==> src/rtl/guess_game_ctrl.sv <==
// guess_game_ctrl: sequencing controller for the xAxB number-guessing game.
// Collects a 4-digit secret, then scores player guesses one digit per cycle.
module guess_game_ctrl #(
  parameter logic [3:0] KEY_ENTER = 4'd15,
  parameter logic [3:0] KEY_CLEAR = 4'd12,
  parameter logic [3:0] KEY_SET   = 4'd10
) (
  input  logic       clk,
  input  logic       rst,
  input  logic       key_valid,
  input  logic [3:0] key_code,
  output logic       qa_state,
  output logic       show,
  output logic [2:0] r_a,
  output logic [2:0] r_b,
  output logic [3:0] keypadBuf,
  output logic [2:0] digit_cnt,
  output logic [7:0] guess_cnt,
  output logic       win
);

  typedef enum logic [1:0] {S_SET, S_GUESS, S_CMP, S_WIN} state_t;

  state_t     state_q, state_d;
  logic       qa_state_q, qa_state_d;
  logic       show_q, show_d;
  logic [2:0] r_a_q, r_a_d;
  logic [2:0] r_b_q, r_b_d;
  logic [3:0] keypad_buf_q, keypad_buf_d;
  logic [2:0] digit_cnt_q, digit_cnt_d;
  logic [7:0] guess_cnt_q, guess_cnt_d;
  logic       win_q, win_d;
  logic [3:0] buf_q [4];
  logic [3:0] buf_d [4];
  logic [3:0] secret_q [4];
  logic [3:0] secret_d [4];
  logic [1:0] idx_q, idx_d;
  logic [2:0] acc_a_q, acc_a_d;
  logic [2:0] acc_b_q, acc_b_d;

  logic       is_digit;
  logic       dup;
  logic       hit_a;
  logic       hit_b;
  logic [2:0] acc_a_nxt;
  logic [2:0] acc_b_nxt;

  // Digit acceptance test and per-position score contribution of the current compare index.
  always_comb begin
    is_digit = (key_code <= 4'd9);
    dup      = 1'b0;
    for (int i = 0; i < 4; i++) begin
      if ((3'(i) < digit_cnt_q) && (buf_q[i] == key_code)) dup = 1'b1;
    end
    hit_a = (buf_q[idx_q] == secret_q[idx_q]);
    hit_b = 1'b0;
    for (int j = 0; j < 4; j++) begin
      if ((2'(j) != idx_q) && (secret_q[j] == buf_q[idx_q])) hit_b = 1'b1;
    end
    // A wins over B for the same position: B only counts when the digit is misplaced.
    acc_a_nxt = acc_a_q + {2'b00, hit_a};
    acc_b_nxt = acc_b_q + {2'b00, (~hit_a) & hit_b};
  end

  // Next-state and next-output logic; KEY_SET overrides every state.
  always_comb begin
    state_d      = state_q;
    qa_state_d   = qa_state_q;
    show_d       = show_q;
    r_a_d        = r_a_q;
    r_b_d        = r_b_q;
    keypad_buf_d = keypad_buf_q;
    digit_cnt_d  = digit_cnt_q;
    guess_cnt_d  = guess_cnt_q;
    win_d        = win_q;
    buf_d        = buf_q;
    secret_d     = secret_q;
    idx_d        = idx_q;
    acc_a_d      = acc_a_q;
    acc_b_d      = acc_b_q;

    if (key_valid && (key_code == KEY_SET)) begin
      state_d     = S_SET;
      qa_state_d  = 1'b1;
      show_d      = 1'b0;
      win_d       = 1'b0;
      r_a_d       = 3'd0;
      r_b_d       = 3'd0;
      digit_cnt_d = 3'd0;
      guess_cnt_d = 8'd0;
    end else begin
      case (state_q)
        S_SET, S_GUESS: begin
          if (key_valid) begin
            if (is_digit) begin
              if ((digit_cnt_q < 3'd4) && !dup) begin
                buf_d[digit_cnt_q[1:0]] = key_code;
                digit_cnt_d             = digit_cnt_q + 3'd1;
                keypad_buf_d            = key_code;
                show_d                  = 1'b0;
              end
            end else if (key_code == KEY_CLEAR) begin
              digit_cnt_d = 3'd0;
            end else if ((key_code == KEY_ENTER) && (digit_cnt_q == 3'd4)) begin
              if (state_q == S_SET) begin
                secret_d    = buf_q;
                digit_cnt_d = 3'd0;
                state_d     = S_GUESS;
                qa_state_d  = 1'b0;
              end else begin
                state_d = S_CMP;
                idx_d   = 2'd0;
                acc_a_d = 3'd0;
                acc_b_d = 3'd0;
              end
            end
          end
        end
        S_CMP: begin
          acc_a_d = acc_a_nxt;
          acc_b_d = acc_b_nxt;
          idx_d   = idx_q + 2'd1;
          if (idx_q == 2'd3) begin
            r_a_d       = acc_a_nxt;
            r_b_d       = acc_b_nxt;
            guess_cnt_d = (guess_cnt_q == 8'hFF) ? guess_cnt_q : guess_cnt_q + 8'd1;
            digit_cnt_d = 3'd0;
            show_d      = 1'b1;
            if (acc_a_nxt == 3'd4) begin
              state_d = S_WIN;
              win_d   = 1'b1;
            end else begin
              state_d = S_GUESS;
            end
          end
        end
        default: ;
      endcase
    end
  end

  // State register with asynchronous reset of all control and storage.
  always_ff @(posedge clk or posedge rst) begin
    if (rst) begin
      state_q      <= S_SET;
      qa_state_q   <= 1'b1;
      show_q       <= 1'b0;
      r_a_q        <= 3'd0;
      r_b_q        <= 3'd0;
      keypad_buf_q <= 4'd0;
      digit_cnt_q  <= 3'd0;
      guess_cnt_q  <= 8'd0;
      win_q        <= 1'b0;
      idx_q        <= 2'd0;
      acc_a_q      <= 3'd0;
      acc_b_q      <= 3'd0;
      for (int k = 0; k < 4; k++) begin
        buf_q[k]    <= 4'd0;
        secret_q[k] <= 4'd0;
      end
    end else begin
      state_q      <= state_d;
      qa_state_q   <= qa_state_d;
      show_q       <= show_d;
      r_a_q        <= r_a_d;
      r_b_q        <= r_b_d;
      keypad_buf_q <= keypad_buf_d;
      digit_cnt_q  <= digit_cnt_d;
      guess_cnt_q  <= guess_cnt_d;
      win_q        <= win_d;
      idx_q        <= idx_d;
      acc_a_q      <= acc_a_d;
      acc_b_q      <= acc_b_d;
      for (int k = 0; k < 4; k++) begin
        buf_q[k]    <= buf_d[k];
        secret_q[k] <= secret_d[k];
      end
    end
  end

  assign qa_state  = qa_state_q;
  assign show      = show_q;
  assign r_a       = r_a_q;
  assign r_b       = r_b_q;
  assign keypadBuf = keypad_buf_q;
  assign digit_cnt = digit_cnt_q;
  assign guess_cnt = guess_cnt_q;
  assign win       = win_q;

endmodule

==> config.mk <==
export PLATFORM = sky130hd
export DESIGN_NAME = guess_game_ctrl
export DESIGN_NICKNAME = d
export VERILOG_FILES = /design/src/rtl/guess_game_ctrl.sv
export SDC_FILE = /design/constraint.sdc
export NUM_CORES = 1
export LEC_CHECK = 0
export ABC_AREA = 1
export BUFFER_PORTS_ARGS = -buffer_cell sky130_fd_sc_hd__buf_2
export CORE_ASPECT_RATIO = 1.75
export CORE_UTILIZATION = 40
export CTS_CLUSTER_DIAMETER = 80
export DETAILED_ROUTE_END_ITERATION = 8
export SLEW_MARGIN = 20
export SYNTH_ARGS = -nofsm -noshare
export SYNTH_HDL_FRONTEND = slang
export SYNTH_SLANG_ARGS = --single-unit
export TNS_END_PERCENT = 5
==> constraint.sdc <==
create_clock -name clk -period 4.1 [get_ports clk]
set_input_delay 0.615 -clock clk [delete_from_list [all_inputs] [get_ports clk]]
set_output_delay 0.615 -clock clk [all_outputs]
set_load 0.005 [all_outputs]
==> impl_results.md, run 1 <==
* Synth cell types at 39
* Core ar. at 9970 um^2
* TritonCTS buffer count at 9
* Clock skew at 6.430 ps
* Worst Setup SP: idx_q[0]
* CP most frequent cell: nand2_1
* H-Tree Depth at 3
* Worst Tran Pin Value at 799.9 ps
* Final WL at 10520 um
* Routability cong. at 0.8448
* Synth area leader: dfrtp_1
* Initial Util at 0.4145
* Final Hold Fails at 0
* Cells after synthesis at 542
* # setup viols final at 0
* Worst path cell trace: inv_2, nand2_1, nand3_1, nand2_2, xor2_1, nand2_1, nor3_2, ha_1, ha_1, or3_1, o22ai_1, nand2_1, o21ai_0
* CTS tree: yes
* Yosys top cell area share at 0.3936
* Row count at 48
* CP endpoint kind: flop
* Most frequent cells in the layout: 181 x nand2_1, 65 x dfrtp_1, 54 x inv_1, 48 x o21ai_0, 39 x nand3_1
* Reg2Reg Capture Point: state_q[1]
* Min Clock Period, post-route at 3193 ps
* DP Cell Count at 683
* Predominant post-synthesis flop cell: dfrtp_1
* Internal at 2.076 mW
* Final worst path period share at 0.7788
* Final hold slack at 419.7 ps
* Die area at 10760 um^2
* Comb pwr share at 0.443
* Synth warn at 0
* R2R Setup Slk at 910 ps
* Die Wd at 78.84 um
* Worst slew margin at 0.4667
* All-Layer GR Usage at 0.2161
* RSZ-0062 raised after global routing: no
* Sequential fraction of the synthesis area at 0.3999
* Initial antenna violation count at 0
* Clk buf depth at 2
* Fill count at 1035
* Iter 0 DRT Violations at 252
* GRT Residual Overflow at 0
* Worst setup path class: flop to flop
* Post-CTS sizing at 0
* DR WL/cell at 15.05 um
* CP Depth at 13
* Die Y at 136.5 um
* First-pass iteration count of the detailed router at 4
* Share of cells above drive strength 1 at 0.1672
* Setup TNS at 0 ps
* Clock power share at 0.261
* Hold_buf cts at 0
* CP Max Fanout at 27
* Setup Fix Bufs, Post-CTS at 0
* Worst VDD drop at 0.4143 mV
* Pwr dens at 777.5 nW/um^2
* Sw frac at 0.4299
* Root Driver: clkbuf_16
* DRC viols at 0
* Clk sinks at 66
* Final nets at 592
* CP required at 4360 ps
* Seq pwr share at 0.296
* Post-synth EDFFs at 0
* #FFs+latches synth at 66
* Post-Layout Cell Count at 699
* MaxCap Viol Count at 0
* Syn_nets at 565
* Setup ws final at 907.0 ps
* DR vias/cell at 5.077
* Area of the mapped netlist at 4133 um^2
* Synth area leaders: dfrtp_1 39%, nand2_1 16%, o21ai_0 5.8%
* Post-route antenna net violation count at 0
* Clk slew on worst S/H paths at 60 ps
* Fin. max-slew vios at 0
* I/O pin count at 31
* Layout area overhead at 13.32%
* Critical Path AT at 3450 ps
* Vias at 3549
* Crit-path leading delay family: simple AND/OR/NAND/NOR gates
* Worst hold path class: input port to asynchronous set/reset pin
* Port bufs at 30
* Pre-CTS setup slack at 985.0 ps
* Most common cell after layout, fill and taps aside: nand2_1
* Setup crit start kind: flop
* Largest net degree at the start of global routing at 35
* Worst r2r path cells at 13
* Detailed placement HPWL at 7999 um
* First-pass GRT wire length at 17550 um
* CP bufs+invs at 1
* Post-synth ARST share at 1.000
* Fmax at 313.2 MHz
* Origin of the critical flop-to-flop path: idx_q[0]
* Slowest stage delay, CP at 860 ps
* Status: complete, no violations
* Slowest cell on the critical path: dfrtp_1
* Leakage at 2.378 nW
* Vias in the first global route at 3560
* Avg Inst Size Synth at 7.625 um^2
* Psw at 1.565 mW
* Insertion delay to the later sink of the worst-skew pair at 330 ps
* End of the critical path: state_q[1]
* ANT cells at 0
==> cell type report <==
type	count	area (um^2)	area share
clock buffers	10	229.0	0.04889
clock inverters	6	137.6	0.02939
inverters	61	234.0	0.04996
multi-input cells	398	2101	0.4486
flip-flops and latches	66	1653	0.3529
well taps	125	156.4	0.03340
repair buffers	33	172.7	0.03687
==> state kept, by name, indices dropped and copies added (netlist names), 2 cells and up <==
| register | flops |
|---|---|
| acc_a_q | 3 |
| acc_b_q | 3 |
| buf_q | 16 |
| digit_cnt | 3 |
| guess_cnt | 8 |
| idx_q | 2 |
| keypadBuf | 4 |
| r_a | 3 |
| r_b | 3 |
| secret_q | 16 |
| state_q | 2 |
==> synthesized netlist by cell type, types with 2 or more instances <==
| library cell | instances |
|---|---|
| inv_2 | 3 |
| xnor2_1 | 5 |
| nor2_1 | 33 |
| nand3_1 | 39 |
| dfrtp_1 | 65 |
| o21ai_1 | 5 |
| buf_4 | 3 |
| nor3_1 | 3 |
| nor2_2 | 2 |
| ha_1 | 16 |
| nand4_1 | 3 |
| o21ai_0 | 48 |
| buf_2 | 5 |
| inv_1 | 55 |
| nand2_2 | 7 |
| nand3_2 | 7 |
| xor2_1 | 7 |
| nand2_1 | 181 |
| a21oi_1 | 4 |
| o31ai_1 | 2 |
| nand3b_1 | 7 |
| o21ai_2 | 12 |
| nor2_4 | 7 |
| inv_4 | 2 |
| buf_6 | 7 |
==> metal layers <==
metal  GRT usage  wire (um)
met4      0.1061        353
met5           0          0
met1      0.2196       3957
met2      0.4174       6000
met3     0.03289        207
==> metrics by stage <==
stage / area (um^2) / power [mW] / utilization
global route: 4683 / 3.943 / 0.4698
finish: 4683 / 3.641 / 0.4698
global placement: 4317 / 2.676 / 0.4330
CTS: 4683 / 3.670 / 0.4698
detailed placement: 4317 / 2.698 / 0.4330
floorplan: 4133 / 2.316 / -
==> cells by family (layout without fill, tap and decap cells) <==
kind of cell / Yosys count / in the layout / share of synthesized area
flops: 66 / 66 / 0.3999
xor+xnor: 12 / 12 / 0.02543
simple gates: 295 / 295 / 0.3261
compound gates: 75 / 75 / 0.1084
fa+ha+maj: 16 / 16 / 0.04844
buf+inv: 78 / 110 / 0.09173
==> power by group through the flow <==
stage	combinational [mW]	clock [mW]	sequential [mW]
2_1_floorplan	1.33	0	0.987
5_1_grt	1.84	0.990	1.11
6_report	1.61	0.950	1.08
3_5_place_dp	1.61	0	1.09
4_1_cts	1.62	0.966	1.08
3_3_place_gp	1.59	0	1.08
==> how the worst min path moves through the flow <==
| stage | to | depth (start not counted) |
|---|---|---|
| floorplan | qa_state | 2 |
| global placement | qa_state | 2 |
| detailed placement | qa_state | 2 |
| CTS | acc_b_q[1] | 2 |
| global route | r_b[1] | 2 |
| finish | secret_q[13] | 2 |
Power figures use the tool's default switching activity.
==> run 2, diff against run 1 <==
--- a/config.mk
+++ b/config.mk
@@ -5,7 +5,7 @@
 export SDC_FILE = /design/constraint.sdc
 export NUM_CORES = 1
 export LEC_CHECK = 0
-export ABC_AREA = 1
+export ABC_AREA = 0
 export BUFFER_PORTS_ARGS = -buffer_cell sky130_fd_sc_hd__buf_2
 export CORE_ASPECT_RATIO = 1.75
 export CORE_UTILIZATION = 40
==> constraint.sdc (replaced) <==
create_clock -name clk -period 2.8 [get_ports clk]
set_input_delay 0.42 -clock clk [delete_from_list [all_inputs] [get_ports clk]]
set_output_delay 0.42 -clock clk [all_outputs]
set_load 0.005 [all_outputs]
==> impl_results.md, run 2 <==
* DRC viols at 0 (unchanged)
* Largest net degree at the start of global routing at 67 (was 35)
* Vias at 2490 (was 3549)
* First-pass GRT wire length at 13310 um (was 17550 um)
* Synth area leaders: dfrtp_1 44%, mux2_2 7.4%, mux2_4 6.5% (was dfrtp_1 39%, nand2_1 16%, o21ai_0 5.8%)
* Die Wd at 74.43 um (was 78.84 um)
* Initial Util at 0.4181 (was 0.4145)
* Final nets at 399 (was 592)
* Die area at 9583 um^2 (was 10760 um^2)
* H-Tree Depth at 3 (unchanged)
* Layout area overhead at 23.27% (was 13.32%)
* Post-Layout Inst Area at 4527 um^2 (was 4683 um^2)
* # setup viols final at 0 (unchanged)
* Avg Inst Size Synth at 11.58 um^2 (was 7.625 um^2)
* Core ar. at 8783 um^2 (was 9970 um^2)
* Detailed placement HPWL at 5900 um (was 7999 um)
* Insertion delay to the later sink of the worst-skew pair at 330 ps (about the same)
* Most common cell after layout, fill and taps aside: dfrtp_1 (was nand2_1)
* Share of cells above drive strength 1 at 0.3753 (was 0.1672)
* R2R Setup Slk at 7 ps (was 910 ps)
* Crit-path leading delay family: multiplexers (was simple AND/OR/NAND/NOR gates)
* Sequential fraction of the synthesis area at 0.4501 (was 0.3999)
* Routability cong. at 0.8025 (was 0.8448)
* Area of the multi-input gates at 1956 um^2 (was 2101 um^2)
* Post-route antenna net violation count at 0 (unchanged)
* Fin. max-slew vios at 0 (unchanged)
* Final hold slack at 328.2 ps (was 419.7 ps)
* Total power at 4.972 mW (was 3.641 mW)
* CP endpoint kind: flop (unchanged)
* Leakage at 2.167 nW (was 2.378 nW)
* FF+latch area at 1654 um^2 (was 1653 um^2)
* #FFs+latches synth at 66 (unchanged)
* GRT Residual Overflow at 0 (unchanged)
* Area of the mapped netlist at 3672 um^2 (was 4133 um^2)
* DP Area at 4090 um^2 (was 4317 um^2)
* Iter 0 DRT Violations at 105 (was 252)
* I/O pin count at 31 (unchanged)
* Met3 Resource Use GR at 0.03915 (was 0.03289)
* Cells after synthesis at 317 (was 542)
* MaxCap Viol Count at 0 (unchanged)
* DR vias/cell at 5.000 (was 5.077)
* RSZ-0062 raised after global routing: yes (was no)
* Worst Tran Pin Value at 829.4 ps (was 799.9 ps)
* Critical Path AT at 3050 ps (was 3450 ps)
* CTS tree: yes (unchanged)
* Synth warn at 0 (unchanged)
* Count leader, synth: dfrtp_1 (was nand2_1)
* Final core occ at 0.5154 (was 0.4698)
* Most instantiated cells after synthesis: 65 x dfrtp_1, 29 x nand2_1, 27 x xnor2_1 (was 181 x nand2_1, 65 x dfrtp_1, 55 x inv_1)
* Min Clock Period, post-route at 2793 ps (was 3193 ps)
* DR WL/cell at 16.14 um (was 15.05 um)
* GR peak layer: met2 (unchanged)
* Slowest stage delay, CP at 620 ps (was 860 ps)
* Clk sinks at 66 (unchanged)
* Setup crit start kind: flop (unchanged)
* Slowest cell on the critical path: mux4_2 (was dfrtp_1)
* CP required at 3060 ps (was 4360 ps)
* Status: complete, no violations (unchanged)
* Worst VDD drop at 0.5478 mV (was 0.4143 mV)
* Post-synth EDFFs at 0 (unchanged)
* Final worst path period share at 0.9976 (was 0.7788)
* Port bufs at 30 (unchanged)
* Syn_nets at 340 (was 565)
* Worst slew margin at 0.4471 (was 0.4667)
* Most frequent cells in the layout: 64 x dfrtp_1, 32 x buf_4, 30 x buf_2, 29 x nand2_1 (was 181 x nand2_1, 65 x dfrtp_1, 54 x inv_1, 48 x o21ai_0, 39 x nand3_1)
* CP Max Fanout at 5 (was 27)
* Synth cell types at 45 (was 39)
* ANT cells at 0 (unchanged)
* Clock skew at 4.685 ps (was 6.430 ps)
* Final WL at 8039 um (was 10520 um)
* CP most frequent cell: ha_4 (was nand2_1)
* Initial antenna violation count at 0 (unchanged)
* GR Util met1 at 0.2179 (was 0.2196)
* Post-synth ARST share at 1.000 (unchanged)
* Worst path cell trace: mux4_2, xnor2_2, nand4_1, mux2i_1, mux2_4, ha_4, ha_4, xnor2_4, nor3_4, a21oi_2, nor2_1, nand2_1, o21ai_1 (was inv_2, nand2_1, nand3_1, nand2_2, xor2_1, nand2_1, nor3_2, ha_1, ha_1, or3_1, o22ai_1, nand2_1, o21ai_0)
* Fill count at 828 (was 1035)
* Fmax at 358.0 MHz (was 313.2 MHz)
* M2 GR Usage at 0.3280 (was 0.4174)
* All-Layer GR Usage at 0.1873 (was 0.2161)
* Worst setup path class: flop to flop (unchanged)
* Root Driver: clkbuf_16 (unchanged)
* Setup TNS at 0 ps (unchanged)
* Row count at 45 (was 48)
* Vias in the first global route at 2667 (was 3560)
* Worst hold path class: input port to asynchronous set/reset pin (unchanged)
* CP bufs+invs at 0 (was 1)
* Die Y at 128.8 um (was 136.5 um)
* Clk slew on worst S/H paths at 60 ps (about the same)
* Clk buf depth at 2 (unchanged)
* First-pass iteration count of the detailed router at 4 (unchanged)
* TritonCTS buffer count at 9 (unchanged)
* Predominant post-synthesis flop cell: dfrtp_1 (unchanged)
* Yosys top cell area share at 0.4429 (was 0.3936)
* Pwr dens at 1098 nW/um^2 (was 777.5 nW/um^2)
* Final Hold Fails at 0 (unchanged)
* Synth area leader: dfrtp_1 (unchanged)
[run 2: cell types whose count changed after synthesis, sizes merged, moves of 4 or more]
cell and delta:
and3 +5, nand3 -43, mux4 +4, nand2 -156, nand4 +4, nand3b -6
o21ai -49, mux2 +40, xnor2 +22, mux2i +5, inv -50, buf -4
nor2 -21, a21oi +5
[run 2: kinds of logic after synthesis]
logic type | share of synthesized area
flops | 0.4501
simple gates | 0.1210
compound gates | 0.07564
fa+ha+maj | 0.05451
buf+inv | 0.04055
mux | 0.1772
xor+xnor | 0.08109
[run 2: through the flow]
| step | cells | worst slack, ps |
|---|---|---|
| final | 498 | 6.625 |
| after global routing | 498 | -130.2 |
| after global placement | 481 | -13.38 |
| after floorplan | 317 | 104.3 |
| after CTS | 497 | 1.483 |
| after detailed placement | 481 | -100.8 |
[run 2: cell type report]
cell class                 instances  area share
clock buffer                       9     0.04975
clock inverter                     7     0.02598
inverter                          10    0.008292
multi-input combinational        227      0.4320
sequential                        66      0.3654
tap                              117     0.03234
timing repair buffer              62     0.08624
[run 2: worst paths after layout]
path | start | endpoint | depth (start not counted)
max | idx_q[0] | state_q[1] | 13
min | rst | acc_b_q[2] | 3
max reg2reg | idx_q[0] | state_q[1] | 13
min reg2reg | qa_state | qa_state | 2
max in group asynchronous | rst | idx_q[0] | 3
min in group clk | qa_state | qa_state | 2
[run 2: repair_timing]
action                                  in CTS  in global routing
hold buffers                                 0                  0
endpoints found under the setup margin       2                  4
buffers inserted                             0                  1
gates resized for setup                      3                 12
pin swaps                                    0                  6
[run 2: power by group]
group | switching (mW) | leakage, nW | internal [mW]
Clock | 0.424 | 0.158 | 0.867
Combinational | 0.991 | 1.15 | 1.16
Sequential | 0.275 | 0.864 | 1.25
[run 2: worst register-to-register path, stage by stage, from the launching register on]
cell and delay, ps:
dfrtp_2 430, mux4_2 620, xnor2_2 180, nand4_1 120, mux2i_1 90, mux2_4 300
ha_4 170, ha_4 170, xnor2_4 130, nor3_4 200, a21oi_2 70, nor2_1 110
nand2_1 60, o21ai_1 70
[run 2: routing by layer]
layer	up-vias	wire (um)
li1	1224	-
met1	1225	3338
met2	33	4385
met3	8	173
met4	0	141
met5	-	0
